File: config.mk
export PLATFORM = sky130hd
export DESIGN_NAME = best_move_select
export DESIGN_NICKNAME = d
export VERILOG_FILES = /design/src/rtl/best_move_select.sv
export SDC_FILE = /design/constraint.sdc
export NUM_CORES = 1
export LEC_CHECK = 0
export CORE_MARGIN = 2
export CORE_UTILIZATION = 61
export CTS_BUF_LIST = sky130_fd_sc_hd__clkbuf_16
export DETAILED_ROUTE_END_ITERATION = 10
export PLACE_DENSITY_LB_ADDON = 0.1
export SLEW_MARGIN = 15
export SYNTH_ARGS = -nofsm -noshare
export SYNTH_HDL_FRONTEND = slang
export SYNTH_SLANG_ARGS = --single-unit
File: constraint.sdc
create_clock -name clk -period 7.3 [get_ports clk]
set_input_delay 1.095 -clock clk [delete_from_list [all_inputs] [get_ports clk]]
set_output_delay 1.095 -clock clk [all_outputs]
set_load 0.02 [all_outputs]
File: src/rtl/best_move_select.sv
// Best-move selector: walks the move list, drives one evaluation per move and keeps the best signed score.
// Optional watchdog on the evaluator wait: define BEST_MOVE_WATCHDOG_EN.
module best_move_select #(
   parameter int MAX_POSITIONS_LOG2 = 8,
   parameter int EVAL_WIDTH         = 22
) (
   input  logic                                clk,
   input  logic                                reset,
   input  logic                                moves_ready,
   input  logic        [MAX_POSITIONS_LOG2-1:0] move_count,
   input  logic                                white_to_move,
   output logic        [MAX_POSITIONS_LOG2-1:0] move_index,
   output logic                                eval_start,
   input  logic signed [EVAL_WIDTH-1:0]         eval,
   input  logic                                eval_valid,
   output logic                                clear_eval,
   output logic                                clear_moves,
   output logic        [MAX_POSITIONS_LOG2-1:0] best_index,
   output logic signed [EVAL_WIDTH-1:0]         best_eval,
   output logic                                no_moves,
   output logic                                busy,
   output logic                                done,
   output logic                                timeout
);

   localparam logic [2:0] S_IDLE  = 3'd0;
   localparam logic [2:0] S_READ  = 3'd1;
   localparam logic [2:0] S_START = 3'd2;
   localparam logic [2:0] S_WAIT  = 3'd3;
   localparam logic [2:0] S_NEXT  = 3'd4;
   localparam logic [2:0] S_DONE  = 3'd5;
   localparam logic [2:0] S_FLUSH = 3'd6;

   logic [2:0]                     state_q, state_d;
   logic [MAX_POSITIONS_LOG2-1:0]  move_index_q, move_index_d;
   logic [MAX_POSITIONS_LOG2-1:0]  count_q, count_d;
   logic                           white_q, white_d;
   logic [MAX_POSITIONS_LOG2-1:0]  best_index_q, best_index_d;
   logic signed [EVAL_WIDTH-1:0]   best_eval_q, best_eval_d;
   logic                           no_moves_q, no_moves_d;
   logic                           busy_q, busy_d;
   logic                           wd_abort;
   logic                           better;
   logic [MAX_POSITIONS_LOG2:0]    next_index;
`ifdef BEST_MOVE_WATCHDOG_EN
   logic [9:0]                     wdog_q, wdog_d;
   logic                           timeout_q, timeout_d;
`endif

   // Both operands are signed, so this is a full-width two's-complement compare.
   assign better     = white_q ? (eval > best_eval_q) : (eval < best_eval_q);
   assign next_index = {1'b0, move_index_q} + {{MAX_POSITIONS_LOG2{1'b0}}, 1'b1};

   always_comb begin
      // NOTE: every next-state signal takes its held value first, so no path through the case infers a latch.
      state_d      = state_q;
      move_index_d = move_index_q;
      count_d      = count_q;
      white_d      = white_q;
      best_index_d = best_index_q;
      best_eval_d  = best_eval_q;
      no_moves_d   = no_moves_q;
      busy_d       = busy_q;
      wd_abort     = 1'b0;
`ifdef BEST_MOVE_WATCHDOG_EN
      wdog_d       = wdog_q;
      timeout_d    = timeout_q;
`endif
      case (state_q)
         S_IDLE: begin
            if (moves_ready) begin
               count_d      = move_count;
               white_d      = white_to_move;
               move_index_d = '0;
               busy_d       = 1'b1;
               best_index_d = '0;
               best_eval_d  = '0;
               no_moves_d   = (move_count == '0);
`ifdef BEST_MOVE_WATCHDOG_EN
               timeout_d    = 1'b0;
`endif
               state_d      = (move_count == '0) ? S_DONE : S_READ;
            end
         end
         S_READ:  state_d = S_START;
         S_START: begin
`ifdef BEST_MOVE_WATCHDOG_EN
            wdog_d  = '0;
`endif
            state_d = S_WAIT;
         end
         S_WAIT: begin
            if (eval_valid) begin
               if (move_index_q == '0 || better) begin
                  best_index_d = move_index_q;
                  best_eval_d  = eval;
               end
               state_d = S_NEXT;
            end
`ifdef BEST_MOVE_WATCHDOG_EN
            else if (wdog_q == 10'h3FF) begin
               timeout_d = 1'b1;
               wd_abort  = 1'b1;
               state_d   = S_DONE;
            end else begin
               wdog_d = wdog_q + 10'd1;
            end
`endif
         end
         S_NEXT: begin
            if (next_index < {1'b0, count_q}) begin
               move_index_d = next_index[MAX_POSITIONS_LOG2-1:0];
               state_d      = S_READ;
            end else begin
               state_d = S_DONE;
            end
         end
         S_DONE: begin
            busy_d  = 1'b0;
            state_d = S_FLUSH;
         end
         S_FLUSH: state_d = S_IDLE;
         default: state_d = S_IDLE;
      endcase
   end

   // NOTE: reset is asynchronous and every register is cleared, so an interrupted search leaves nothing behind.
   always_ff @(posedge clk or posedge reset) begin
      if (reset) begin
         state_q      <= S_IDLE;
         move_index_q <= '0;
         count_q      <= '0;
         white_q      <= 1'b0;
         best_index_q <= '0;
         best_eval_q  <= '0;
         no_moves_q   <= 1'b0;
         busy_q       <= 1'b0;
`ifdef BEST_MOVE_WATCHDOG_EN
         wdog_q       <= '0;
         timeout_q    <= 1'b0;
`endif
      end else begin
         state_q      <= state_d;
         move_index_q <= move_index_d;
         count_q      <= count_d;
         white_q      <= white_d;
         best_index_q <= best_index_d;
         best_eval_q  <= best_eval_d;
         no_moves_q   <= no_moves_d;
         busy_q       <= busy_d;
`ifdef BEST_MOVE_WATCHDOG_EN
         wdog_q       <= wdog_d;
         timeout_q    <= timeout_d;
`endif
      end
   end

   // Pulses decode straight from the state so they vanish the instant reset asserts.
   assign eval_start  = (state_q == S_START);
   assign clear_eval  = (state_q == S_NEXT) || wd_abort;
   assign clear_moves = (state_q == S_DONE);
   assign done        = (state_q == S_DONE);
   assign move_index  = move_index_q;
   assign best_index  = best_index_q;
   assign best_eval   = best_eval_q;
   assign no_moves    = no_moves_q;
   assign busy        = busy_q;
`ifdef BEST_MOVE_WATCHDOG_EN
   assign timeout     = timeout_q;
`else
   assign timeout     = 1'b0;
`endif

endmodule

==> flow_summary.toml <==
[layout]
nets = 867
layout-drive-gt1-share = 0.0474
stdcell_area_um2 = 6460
antennaDiodeCount = 0
syn_to_final_growth_pct = 14.1
utilization = 0.709

[yosys]
synth.cell_area_um2 = 5660
synth_cell_types = 53
ys_seq_elements = 52
synth_top_cell_area_share = 0.230
synth_flop_cell = "dfrtp_1"
yosysWarningCount = 0
synth_nets = 867
synth_area_leader_cell = "dfrtp_1"
async_flop_share = 1.00
ys_seq_area_frac = 0.230
syn_inst = 801
synth_area_leaders = "dfrtp_1, ha_1, nand2_1, nor3_1, nand3_1"
synth_area_per_cell_um2 = 7.07
synth_edf_count = 0

[global_route]
overflow = 0
antenna_found_initial = 0
grt_use_total = 0.312
grt_max_degree = 130
grt_pass1_wl_um = 26200
grt_pass1_vias = 5690

[power]
p_leak_nw = 2.35
peakVddDrop_uv = 247
p_per_area_nw_per_um2 = 283

[timing]
fmax_mhz = 197
finalHoldViolations = 0
setup_violations = 0
rsz0062_at_grt = "false"
finalWorstPathRequiredPeriod_ns = 5.09
tightest_slew_ns = 1.06
max-slew-margin-rel = 0.290
fin_crit_sh = 0.697
skew_ns = 0.00693
holdWs_ns = 0.481
finalSetupTns_ns = 0
slew_violations = 0

[critical_path]
reg2reg_to = "best_index[0]$_DFFE_PP0P_"
rr_startpoint = "best_eval[21]$_DFFE_PP0P_"
crit_path_max_incr_delay_ns = 0.87
cp-start-kind = "primary input"
rrSetupSlack_ns = 3.04
setup.worst_path.start = "eval[21]"
r2r_cells = 10
end_kind = "flop"
crit_path_end = "best_index[0]$_DFFE_PP0P_"
crit_fanout = 56
crit_path_top_delay_cell = "and2_2"
worstPathArrival_ns = 5.25
worstPathRequired_ns = 7.47
crit_chain = "clkdlybuf4s50_1 > ha_4 > nand4_1 > or4_4 > o211ai_2 > and2_2 > buf_4 > nor2_1 > o21ai_0 > nand3b_1"
worstSetupPathType = "primary input to flop"

[floorplan]
coreArea_um2 = 9110
rows = 35
pin_count = 80
die_area_um2 = 10100
die_w_um = 100
die_y_um = 100
start_util = 0.622

[cts]
h-tree-depth = 2
cts_setup_buffers = 0
clk_pin_slew_ns = 0.08
clkLatencyLatePin_ns = 0.30
max-clock-path-buffers = 2
cts-root-buf = "clkbuf_16"
cts_tree = "built"
holdBufCountCts = 0
post_cts_resize_count = 0
clkSinkCount = 52
cts_buffers = 5

[routing]
drt_wl_total_um = 16200
drcViolationCount = 0
drtIter0Drc = 535
postRouteAntennaNets = 0
vias_per_cell = 6.94
wire_per_inst_um = 17.7
drtPass1Iterations = 6
via_count = 6340

[flow_run]
drv_cap = 0

[place]
place.gp.congestion = 0.902
portBuffers = 78
placed_area_um2 = 6310
dpl.hpwl_um = 10200

[hold_path]
hold_path.class = "flop to flop"
holdCritStartpoint = "count_q[0]$_DFFE_PP0P_"

[run_status]
status = "finished, final reports clean"
## stage by stage
step,setup slack (ns),power [mW],std cells
after CTS,2.36,1.81,913
after floorplan,3.95,1.26,801
after detailed placement,2.04,1.55,905
final,2.21,1.83,913
after global placement,2.26,1.51,905
after global routing,2.03,1.95,913
## power by group
group	internal, mW	leakage, nW	switching [mW]
clock network	0.130	0.0708	0.124
registers	0.368	0.693	0.109
logic	0.371	1.59	0.725
total	0.869	2.35	0.959
## layout by cell type, fill, tap and decap left out, types with 2 or more instances in the layout
| cell | instances |
|---|---|
| a211oi_1 | 2 |
| a21boi_0 | 4 |
| a21o_1 | 6 |
| a21oi_1 | 11 |
| a2bb2oi_1 | 29 |
| a311oi_1 | 29 |
| buf_4 | 10 |
| clkbuf_16 | 5 |
| clkdlybuf4s50_1 | 78 |
| dfrtp_1 | 52 |
| ha_1 | 30 |
| inv_1 | 33 |
| inv_6 | 2 |
| mux2_2 | 2 |
| nand2_1 | 96 |
| nand2b_1 | 4 |
| nand3_1 | 64 |
| nand3b_1 | 30 |
| nand4_1 | 34 |
| nor2_1 | 59 |
| nor2b_1 | 10 |
| nor3_1 | 65 |
| nor4_1 | 2 |
| o21a_1 | 2 |
| o21ai_0 | 46 |
| o21ai_4 | 2 |
| o41ai_1 | 31 |
| or2_2 | 3 |
| or4_1 | 29 |
| xnor2_1 | 2 |
| xor2_1 | 2 |
## cells in the mapped netlist (3+ instances only)
master	instances
a21boi_0	4
a21o_1	6
a21oi_1	11
a2bb2oi_1	29
a311oi_1	29
buf_2	14
buf_4	4
clkbuf_1	74
dfrtp_1	52
ha_1	31
inv_1	34
nand2_1	96
nand2b_1	4
nand3_1	64
nand3b_1	30
nand4_1	34
nor2_1	60
nor2b_1	10
nor3_1	65
o21ai_0	46
o41ai_1	31
or2_2	3
or4_1	29
## layer usage
| layer | GRT usage | part of all wire | up-vias | wire (um) |
|---|---|---|---|---|
| met5 | 0 | 0 | - | 0 |
| met4 | 0.103 | 0.016 | 0 | 261 |
| met3 | 0.0404 | 0.079 | 30 | 1280 |
| met2 | 0.501 | 0.48 | 310 | 7750 |
| met1 | 0.436 | 0.42 | 3011 | 6870 |
| li1 | - | - | 2989 | - |
## worst max-delay path, delay by kind of cell
kind,cells,cell delay (ns)
AO/OA/AOI/OAI,2,0.45
buffers and inverters,2,0.97
AND/OR/NAND/NOR,5,2.03
adder cells (fa/ha/maj),1,0.63
## flip-flops by register name, summed over array words and instances (netlist names)
name,count
best_eval,22
best_index,8
state_q,3
move_index,8
white_q,1
busy,1
count_q,8
no_moves,1
## how the worst min path moves through the flow
stage | end | depth (start not counted)
2_1_floorplan | count_q[0]$_DFFE_PP0P_ | 2
3_3_place_gp | count_q[0]$_DFFE_PP0P_ | 2
3_5_place_dp | count_q[0]$_DFFE_PP0P_ | 2
4_1_cts | count_q[0]$_DFFE_PP0P_ | 2
5_1_grt | no_moves$_DFFE_PP0P_ | 2
6_report | count_q[0]$_DFFE_PP0P_ | 2
## cell families after synthesis
kind of cell    count (synthesis)  share of synthesized area
compound gates                172                      0.225
xor+xnor                        4                    0.00619
fa+ha+maj                      31                     0.0685
buf+inv                       130                     0.0945
flops                          52                      0.230
mux                             3                    0.00574
other cells                     1                   0.000662
simple gates                  408                      0.370
## cell type report
class | instances | area [um2]
clock inverters | 3 | 25.0
clock buffers | 5 | 125
well taps | 111 | 139
fillers | 763 | 2650
inverters | 34 | 128
flip-flops and latches | 52 | 1300
multi-input cells | 619 | 3880
repair buffers | 89 | 867
Note: power is estimated with default switching activity, not from simulation.
